<file path="src/rtl/vsync_bus_writer.sv">
// ---------------------------------------------------------------------------
// vsync_bus_writer
//
// Frame-synchronous bus master. Every DIVIDER-th rising edge of vsync it
// advances CHANNELS independent byte counters by STEP and then writes each
// counter, one per clock, to BASE_ADDR + ch*STRIDE on the chip bus. Typical
// targets are animated text cells, palette cycling and sprite coordinates.
//
// Optional feature macro: VSYNC_WRITER_DONE_EN
//   defined   -> done pulses high for the one cycle after the last write
//   undefined -> done is tied low and no extra register exists
//
// Ports
//   clk      in   1       system clock, posedge
//   reset    in   1       asynchronous, active-high reset
//   vsync    in   1       frame sync, already in the clk domain
//   enable   in   1       1 = updates allowed (sampled only while idle)
//   addr     out  ADDR_W  bus address, qualified by we
//   data     out  DATA_W  bus write data, qualified by we
//   we       out  1       write strobe, one write per high cycle
//   busy     out  1       high while the write burst is in progress
//   overrun  out  1       sticky: an update trigger arrived while busy
//   done     out  1       one-cycle end-of-burst pulse (macro dependent)
// ---------------------------------------------------------------------------
module vsync_bus_writer #(
    parameter int unsigned       ADDR_W    = 12,
    parameter int unsigned       DATA_W    = 8,
    parameter int unsigned       CHANNELS  = 4,
    parameter logic [ADDR_W-1:0] BASE_ADDR = ADDR_W'(12'h400),
    parameter int unsigned       STRIDE    = 1,
    parameter int unsigned       STEP      = 1,
    parameter int unsigned       DIVIDER   = 1
) (
    input  logic              clk,
    input  logic              reset,
    input  logic              vsync,
    input  logic              enable,
    output logic [ADDR_W-1:0] addr,
    output logic [DATA_W-1:0] data,
    output logic              we,
    output logic              busy,
    output logic              overrun,
    output logic              done
);

    localparam int unsigned       CH_W       = (CHANNELS > 1) ? $clog2(CHANNELS) : 1;
    localparam int unsigned       FR_W       = (DIVIDER > 1) ? $clog2(DIVIDER) : 1;
    localparam logic [CH_W-1:0]   LAST_CH    = CH_W'(CHANNELS - 1);
    localparam logic [FR_W-1:0]   LAST_FRAME = FR_W'(DIVIDER - 1);
    localparam logic [DATA_W-1:0] INC        = DATA_W'(STEP);
    localparam logic [ADDR_W-1:0] ADDR_INC   = ADDR_W'(STRIDE);

    typedef enum logic {
        S_IDLE  = 1'b0,
        S_WRITE = 1'b1
    } state_t;

    state_t            r_state;
    logic              r_vsync_d;
    logic [FR_W-1:0]   r_frame_cnt;
    logic [CH_W-1:0]   r_ch;
    logic [DATA_W-1:0] r_cnt [CHANNELS];
    logic [ADDR_W-1:0] r_addr;
    logic [DATA_W-1:0] r_data;
    logic              r_we;
    logic              r_busy;
    logic              r_overrun;

    logic              w_rise;
    logic              w_trigger;
    logic [CH_W-1:0]   w_ch_next;

    assign w_rise    = vsync & ~r_vsync_d;
    // The divider keeps counting edges whatever the FSM or enable is doing,
    // so the update phase stays locked to the frame sequence.
    assign w_trigger = w_rise & (r_frame_cnt == LAST_FRAME);
    assign w_ch_next = r_ch + CH_W'(1);

    // NOTE: sequential state is assigned with <= only, so every register in
    // an always_ff samples pre-edge values regardless of statement order.
    always_ff @(posedge clk or posedge reset) begin
        if (reset) begin
            r_vsync_d   <= 1'b0;
            r_frame_cnt <= '0;
        end else begin
            r_vsync_d <= vsync;
            if (w_rise) begin
                r_frame_cnt <= (r_frame_cnt == LAST_FRAME) ? '0 : r_frame_cnt + FR_W'(1);
            end
        end
    end

`ifdef VSYNC_WRITER_DONE_EN
    logic r_done;
`endif

    // Outputs are registered: the cycle that leaves IDLE already presents
    // channel 0, so a rise sampled at edge n gives we=1 right after edge n.
    always_ff @(posedge clk or posedge reset) begin
        if (reset) begin
            r_state   <= S_IDLE;
            r_ch      <= '0;
            r_addr    <= BASE_ADDR;
            r_data    <= '0;
            r_we      <= 1'b0;
            r_busy    <= 1'b0;
            r_overrun <= 1'b0;
            // NOTE: the counters are a flop array with defined start values
            // (cnt[i]=i), not a RAM, so every entry is reset explicitly.
            for (int i = 0; i < int'(CHANNELS); i++) begin
                r_cnt[i] <= DATA_W'(i);
            end
`ifdef VSYNC_WRITER_DONE_EN
            r_done    <= 1'b0;
`endif
        end else begin
`ifdef VSYNC_WRITER_DONE_EN
            r_done <= 1'b0;
`endif
            // A trigger during a burst is dropped; only the flag records it.
            if (w_trigger && (r_state == S_WRITE)) begin
                r_overrun <= 1'b1;
            end

            case (r_state)
                S_IDLE: begin
                    if (w_trigger && enable) begin
                        for (int i = 0; i < int'(CHANNELS); i++) begin
                            r_cnt[i] <= r_cnt[i] + INC;
                        end
                        r_ch    <= '0;
                        r_addr  <= BASE_ADDR;
                        r_data  <= r_cnt[0] + INC;
                        r_we    <= 1'b1;
                        r_busy  <= 1'b1;
                        r_state <= S_WRITE;
                    end
                end

                S_WRITE: begin
                    // r_ch is the channel currently on the bus.
                    if (r_ch == LAST_CH) begin
                        r_we    <= 1'b0;
                        r_busy  <= 1'b0;
                        r_state <= S_IDLE;
`ifdef VSYNC_WRITER_DONE_EN
                        r_done  <= 1'b1;
`endif
                    end else begin
                        r_ch   <= w_ch_next;
                        // Stepping the address wraps naturally mod 2^ADDR_W.
                        r_addr <= r_addr + ADDR_INC;
                        r_data <= r_cnt[w_ch_next];
                    end
                end

                default: r_state <= S_IDLE;
            endcase
        end
    end

    assign addr    = r_addr;
    assign data    = r_data;
    assign we      = r_we;
    assign busy    = r_busy;
    assign overrun = r_overrun;

`ifdef VSYNC_WRITER_DONE_EN
    assign done = r_done;
`else
    assign done = 1'b0;
`endif

endmodule

</file>
<file path="config.mk">
export PLATFORM = sky130hd
export DESIGN_NAME = vsync_bus_writer
export DESIGN_NICKNAME = d
export VERILOG_FILES = /design/src/rtl/vsync_bus_writer.sv
export SDC_FILE = /design/constraint.sdc
export NUM_CORES = 1
export LEC_CHECK = 0
export ABC_AREA = 1
export BUFFER_PORTS_ARGS = -buffer_cell sky130_fd_sc_hd__buf_2
export CAP_MARGIN = 20
export CORE_UTILIZATION = 40
export CTS_CLUSTER_SIZE = 30
export DETAILED_ROUTE_END_ITERATION = 6
export HOLD_SLACK_MARGIN = 0.1
export PLACE_DENSITY_LB_ADDON = 0.25
export REMOVE_ABC_BUFFERS = 1
export SYNTH_ARGS = -nofsm -noshare
export SYNTH_HDL_FRONTEND = slang
export SYNTH_SLANG_ARGS = --single-unit
</file>
<file path="constraint.sdc">
create_clock -name clk -period 4.3 [get_ports clk]
set_input_delay 0.645 -clock clk [delete_from_list [all_inputs] [get_ports clk]]
set_output_delay 0.645 -clock clk [all_outputs]
set_load 0.005 [all_outputs]
</file>
Yosys cells after proc, flatten, opt, wreduce, memory -nomap -nowiden

Cells that the tools add are included.

ROM bits: 0
Bits in writable memories: 0
Register bits after elaboration: 59
Output and inout bits: 24
Logic and storage cells: 54
Memories kept: 0
Latch bits: 0
Bits of input ports: 4

$mul: 0
Shift-type cells: 0
Equal/unequal tests: 4
Magnitude comparators: 1
$add $sub $neg: 7
Muxes and demuxes: 19
Bitwise operators: 6
Divide/modulo/power cells: 0
Reduce and logical (&&, ||, !) cells: 5

Operator list:

| cell                  | count |
|---|---|
| $add 8x1->8 const B   | 4 |
| $mux 8                | 4 |
| $mux 12               | 2 |
| $pmux 12 s2           | 1 |
| $bmux 8 s2            | 1 |
| $pmux 8 s2            | 1 |
| $add 12x1->12 const B | 1 |
| $reduce_and 2->1      | 3 |
| $mux 1                | 5 |
| $mux 2                | 2 |
| $ne 2x2->1 const B    | 2 |
| $pmux 1 s2            | 2 |
| $pmux 2 s2            | 1 |
| $ge 3x3->1 const B    | 1 |
| $not 1->1             | 3 |
| $not 2->3             | 1 |
| $add 2x1->2 const B   | 1 |
| $and 1x1->1           | 2 |
| $eq 2x2->1 const B    | 1 |
| $logic_and 1x1->1     | 2 |
| $ne 2x1->1 const B    | 1 |
| $add 1x1->1 const B   | 1 |

Depth between registers and ports, before layout

Gate-level depths: netlist of the first run.

Depth after elaboration: 7
Depth in mapped cells: 9
Depth with buffers taken out: 8

Least setup slack after synthesis of the first run

Ideal clock, no wire load.

Path type: register to register
Start: reg r_ch[0]
End: reg r_data[1], in the netlist data[1]
Path slack: 2.816 ns
Arrival time: 1.368 ns
Path buffers: 1
Period minus slack after synthesis: 1.484 ns
Stages on the path, launching flop included: 10
Setup time: 0.116 ns
Data required time: 4.184 ns
Cell sequence: dfrtp_1 > ha_1 > buf_4 > clkinv_1 > a21oi_1 > o21ai_0 > nand2_1 > nand2_1 > nand2_1 > nand2_1

Longest elaborated chain between the ends: 7
Elaborated cells on any way between the ends: 10
Classes of those cells: add/sub (1); eq/ne (2); mux (5); bitwise (1); reduce/logical (1)

RTL lines:

| item                                       | RTL line | source |
|---|---|---|
| start: declaration                         | 61       | `logic [CH_W-1:0] r_ch;` |
| start signal: assignment                   | 150      | `r_ch <= w_ch_next;` |
| $add 2x1->2                                | 77       | `assign w_ch_next = r_ch + CH_W'(1);` |
| $not 2->3 (implied by the code)            | 153      | `r_data <= r_cnt[w_ch_next];` |
| $bmux 8 s2                                 | 153      |  |
| $mux 8 (implied by the code) (2 in series) | 153      |  |
| $mux 8                                     | 142      | `if (r_ch == LAST_CH) begin` |
| $pmux 8 s2                                 | 125      | `case (r_state)` |
| end signal: assignment                     | 133      | `r_data <= r_cnt[0] + INC;` |
| end signal: assignment                     | 153      |  |
| end: declaration                           | 64       | `logic [DATA_W-1:0] r_data;` |

Several ways; a longest one is shown, not always the timed one. The select of a mux whose other input is x is not followed.
A chain may end at the register's enable or synchronous reset.

Worst setup path after layout of the first run

Start: reg r_state
End: reg r_cnt[20] (netlist name)

Longest elaborated chain between the ends: 2

RTL lines:

| item                              | RTL line | source |
|---|---|---|
| start: declaration                | 58       | `state_t r_state;` |
| start signal: assignment          | 101      | `r_state <= S_IDLE;` |
| start signal: assignment          | 136      | `r_state <= S_WRITE;` |
| start signal: assignment          | 145      | `r_state <= S_IDLE;` |
| $not 1->1 (no source line)        | --       |  |
| $reduce_and 2->1 (no source line) | --       |  |
| end signal: indexed assignment    | 111      | `r_cnt[i] <= DATA_W'(i);` |
| end signal: indexed assignment    | 129      | `r_cnt[i] <= r_cnt[i] + INC;` |
| end: declaration                  | 62       | `logic [DATA_W-1:0] r_cnt [CHANNELS];` |

No other way between the ends.

==> results of run 1 <==
## worst max-delay path by stage
stage,start,endpoint,slack (ns)
floorplan,reset,addr[0],2.24
global placement,vsync,r_cnt[20],1.99
detailed placement,vsync,r_cnt[20],1.90
CTS,r_state,r_cnt[20],2.05
global route,r_ch[0],data[2],1.81
finish,r_state,r_cnt[20],2.05
## power by group
group	switching (mW)	internal, mW
Combinational	0.618	0.351
Clock	0.216	0.206
Sequential	0.213	0.761
Total	1.05	1.32
## cell families after synthesis
logic type	count (synthesis)	share of synthesized area, %
simple gates	233	31.72
xor+xnor	16	4.408
compound gates	40	6.690
fa+ha+maj	6	2.361
other cells	1	0.1180
flops	58	45.85
buf+inv	64	8.855
## per-layer routing
layer | vias to the layer above | wire length, microns
met5 | - | 0
met2 | 57 | 3293
met3 | 9 | 293
met1 | 1265 | 3280
met4 | 0 | 87
li1 | 1363 | -
## synth_stat cells (all sizes together)
master,instances
clkbuf,1
o211ai,2
inv,49
nand2,151
o21ai,26
xnor2,1
o22ai,2
clkinv,1
xor2,15
nand3b,4
a31oi,2
buf,13
a21o,1
conb,1
dfstp,5
dfrtp,53
a21oi,7
nor2,27
nor3,8
nand4,6
nand3,37
ha,6
## cell usage in the layout, fill, tap and decap left out, drive strengths merged
cell,n
nand2,151
dfrtp,53
inv,49
nand3,37
buf,27
nor2,27
o21ai,26
xor2,15
clkbuf,12
nor3,8
a21oi,7
nand4,6
ha,6
dfstp,5
clkinv,5
nand3b,4
o22ai,2
a31oi,2
o211ai,2
xnor2,1
a21o,1
conb,1
## metrics by stage
stage / power [mW] / instance area, sq um / hold slack, ns
after global routing: 2.602 / 3506 / 0.4080
after detailed placement: 1.952 / 3351 / 0.4617
final: 2.364 / 3506 / 0.4161
after global placement: 1.931 / 3351 / 0.4430
after CTS: 2.388 / 3506 / 0.4037
after floorplan: 1.636 / 3085 / 0.4510
## final cells by class
type | count | area (sq um) | area share [%]
well taps | 102 | 127.6 | 3.640
clock buffers | 12 | 135.1 | 3.854
flip-flops and latches | 58 | 1458 | 41.58
repair buffers | 27 | 137.6 | 3.926
inverters | 50 | 187.7 | 5.353
multi-input cells | 296 | 1440 | 41.08
clock inverters | 4 | 20.02 | 0.5710
## state kept, by name, indices dropped and copies added (netlist names)
name       flops
r_ch           2
data           8
r_vsync_d      1
r_cnt         32
busy           1
r_state        1
addr          12
overrun        1
==> flow_summary.yaml, run 1 <==
sta:
  relSlewSlack_pct: 53.11
  setup_tns_ns: 0
  timing.fmax_mhz: 445.0
  worst_pin_slew_ns: 0.7023
  rsz0062_at_grt: "false"
  layout_min_cycle_time_ns: 2.247
  post-route-period-util_pct: 52.26
  setup_viol: 0
  report.final.slew_viol_count: 0
  finalHoldViolCount: 0
  setup_ws_ns: 2.053
  skew_ns: 0.01006
synthesis:
  synth.area.top_cells: "dfrtp_1 42%, nand2_1 18%, nand3_1 5.7%, inv_1 5.4%, dfstp_2 4.1%"
  seq_area_frac_synth_pct: 45.85
  yosys.area.top_type: "dfrtp_1"
  yosys_warnings: 0
  synth_area_sq_um: 3179
  synth.avg_cell_area_sq_um: 7.606
  synth_cells: 418
  ys_ff_latch: 58
  synth_top_area_share_pct: 41.72
  ys_types: 31
die:
  num_io_pins: 28
  start_util_pct: 41.36
  die_h_microns: 91.15
  die_area_sq_um: 8308
  fp.dieW_microns: 91.15
  coreArea_sq_um: 7687
  rows: 32
clock_network:
  cts.clk_slew.worst_paths_ns: 0.07
  cts_hold_buf: 0
  htreeDepth: 3
  clk_latency_ns: 0.34
  numCtsBuffers: 9
  cts_sinks: 58
  ctsResizeCount: 0
  post_cts_buffers: 0
  clockRootBuffer: "clkbuf_8"
  cts_tree: "yes"
  cts_buffer_depth: 2
global_route:
  grt_pass1_wl_microns: 12250
  use_met3_pct: 5.193
  grt_most_used_layer: "met2"
  grt_use_total_pct: 18.61
  grt_pass1_vias: 2615
  grt_max_degree: 34
  use_met2_pct: 30.18
  overflow: 0
  gr-usage-met1_pct: 24.48
  grt_antenna_before_repair: 0
setup_path:
  crit_family: "buffers and inverters"
  slowest_delay_ns: 0.55
  rrSetupSlack_ns: 2.05
  worstPathCellList: "inv_2 -> nand3_4 -> inv_2 -> nand2_1 -> o21ai_0 -> nand2_1"
  critPathBufInv: 2
  r2r-end: "r_cnt[20]"
  cp.arrival_ns: 2.48
  required_ns: 4.53
  crit_path_end_kind: "flip-flop"
  timing.rr.start: "r_state"
  crit_fanout: 32
  critPathKind: "flip-flop to flip-flop"
  critPathLaunchType: "flip-flop"
  path_depth: 6
  slowest_stage: "inv_2"
  r2r_cells: 6
routing:
  vias_per_cell: 4.907
  wl_microns: 6955
  wire_per_inst_microns: 12.67
  drt_iter0_drc: 128
  firstDrtPassIters: 5
  ant_nets: 0
  route.detailed.drc: 0
  vias: 2694
place:
  io_buffers: 26
  gp_routability_congestion: 0.7905
  dp_hpwl_microns: 4876
  dp_cells: 533
  place_ws_ns: 1.902
finish:
  nets: 452
  synthToLayoutAreaGrowth_pct: 10.27
  antenna_cells: 0
  layout-drive-gt1-share_pct: 12.53
  n_fill_cell: 830
  stdcell_count: 549
  fin_util_pct: 45.61
power_and_ir_drop:
  leakagePower_nw: 1.839
  power_density_nw_per_um2: 674.2
  vdd_drop_max_mv: 0.2804
job:
  maxCapViolations: 0
worst_hold_path:
  hold_class: "input pin to asynchronous set/reset pin"
outcome:
  status: "finished clean"
Power figures use the tool's default switching activity.
==> run 2: changes to the inputs <==
Clock period 4.3 ns to 2.3 ns, I/O delays scaled along.
==> run 2 against run 1 <==
Flip-flop and latch count unchanged. Clock power grew to 2.6 times the previous value. Largest power group is now combinational logic. Sequential power increased by 83%. Routed wire length is 3.2% higher. Largest cell class unchanged. Via count is 2.9% higher. Final cell count is 0.91% higher.
==> flow_summary.yaml, run 2 (synthesized netlist as in run 1, its figures left out) <==
clock_network:
  cts_sinks: 58
  cts_tree: "yes"
  clockRootBuffer: "clkbuf_8"
  cts_buffer_depth: 2
  numCtsBuffers: 9
  clk_latency_ns: 0.34
  cts.clk_slew.worst_paths_ns: 0.07
  htreeDepth: 3
power_and_ir_drop:
  seqPwrFrac_pct: 37.3
  leakagePower_nw: 1.889
  p_switching_mw: 2.052
  swShare_pct: 42.96
  p_total_mw: 4.776
  p_int_mw: 2.724
  vdd_drop_max_mv: 0.4981
  pwr-share-clk_pct: 22.6
  power_density_nw_per_um2: 1316
  combPwrFrac_pct: 40.2
sta:
  setup_tns_ns: 0
  layout_min_cycle_time_ns: 1.895
  report.final.slew_viol_count: 0
  finalHoldViolCount: 0
  timing.fmax_mhz: 527.6
  post-route-period-util_pct: 82.41
  setup_ws_ns: 0.4045
  rsz0062_at_grt: "false"
  skew_ns: 0.01279
  hold_ws_ns: 0.1235
  setup_viol: 0
global_route:
  grt_pass1_wl_microns: 12250
  grt_pass1_vias: 2602
  grt_max_degree: 59
  grt_antenna_before_repair: 0
  overflow: 0
  grt_use_total_pct: 18.77
finish:
  multiInputGateArea_sq_um: 1440
  final_common_cell: "nand2_1"
  synthToLayoutAreaGrowth_pct: 14.13
  final_cell_mix: "149 x nand2_1, 53 x dfrtp_1, 45 x inv_1, 36 x nand3_1, 26 x buf_2"
  nets: 457
  antenna_cells: 0
  n_fill_cell: 807
  largest_reg_flops: 32
  top_register: "r_cnt"
  seq_area_sq_um: 1458
  layout-drive-gt1-share_pct: 13.94
routing:
  met1_length_microns: 3420
  ant_nets: 0
  route.detailed.drc: 0
  wl_met2_microns: 3294
  wl_met3_microns: 336
  vias_per_cell: 5.005
  vias: 2773
  top_layer: "met4"
  wl_microns: 7175
  wire_per_inst_microns: 12.95
  drt_iter0_drc: 143
  firstDrtPassIters: 5
worst_hold_path:
  hold_depth: 1
  hold_class: "input pin to flip-flop"
place:
  io_buffers: 26
  gp_routability_congestion: 0.8553
  dp_hpwl_microns: 4988
  place_ws_ns: 0.4066
setup_path:
  timing.rr.start: "r_state"
  critPathBufInv: 2
  rrSetupSlack_ns: 0.40
  crit_family: "buffers and inverters"
  crit_path_end: "r_cnt[20]"
  worstPathCellList: "inv_2 -> nand3_4 -> inv_2 -> nand2_1 -> o21ai_0 -> nand2_1"
  required_ns: 2.53
  path_depth: 6
  r2r_cells: 6
  crit_fanout: 27
  cp.arrival_ns: 2.13
  r2r-end: "r_cnt[20]"
  crit_path_end_kind: "flip-flop"
  worstSetupStartpoint: "r_state"
  slowest_delay_ns: 0.52
  critPathLaunchType: "flip-flop"
  slowest_stage: "dfrtp_1"
  critPathKind: "flip-flop to flip-flop"
die:
  num_io_pins: 28
  coreArea_sq_um: 7687
  die_area_sq_um: 8308
  rows: 32
  start_util_pct: 41.36
  fp.dieW_microns: 91.15
  die_h_microns: 91.15
outcome:
  status: "finished clean"
job:
  maxCapViolations: 0
[run 2: area by class of cell]
cell class	count	share of cell area, %
Inverter	50	5.172
Clock inverter	7	2.793
Timing Repair Buffer	32	5.241
Clock buffer	9	3.414
Sequential cell	58	40.17
Multi-Input combinational cell	296	39.69
Tap cell	102	3.517
[run 2: metrics by stage]
stage | std cells | util [%] | instance area (sq um)
after floorplan | 404 | - | 3085
after global placement | 537 | 44.14 | 3393
after detailed placement | 537 | 44.14 | 3393
after CTS | 554 | 47.20 | 3628
after global routing | 554 | 47.20 | 3628
final | 554 | 47.20 | 3628
[run 2: routing by layer]
layer	vias to the layer above	GRT usage, %
met3	12	5.025
li1	1377	-
met2	80	30.43
met4	0	5.952
met5	-	0
met1	1304	24.39
[run 2: worst min path at each step]
stage / to / slack [ns] / start
after floorplan: r_vsync_d / 0.38 / vsync
after global placement: r_cnt[14] / 0.43 / reset
after detailed placement: r_cnt[14] / 0.43 / reset
after CTS: r_vsync_d / 0.11 / vsync
after global routing: r_vsync_d / 0.10 / vsync
final: r_vsync_d / 0.12 / vsync
[run 2: power groups by stage]
stage                     logic, mW  clock network [mW]  registers [mW]
after floorplan                1.32                   0            1.74
after global placement         1.89                   0            1.79
after detailed placement       1.92                   0            1.79
after CTS                      1.93                1.11            1.78
after global routing           2.20                1.15            1.83
final                          1.92                1.08            1.78
[run 2: timing repair]
action                                 4_1_cts  5_1_grt
hold buffers                                 1        0
setup endpoints to repair                    0        0
gates resized for setup                      0        0
buffers inserted                             0        0
endpoints found under the hold margin       53        0
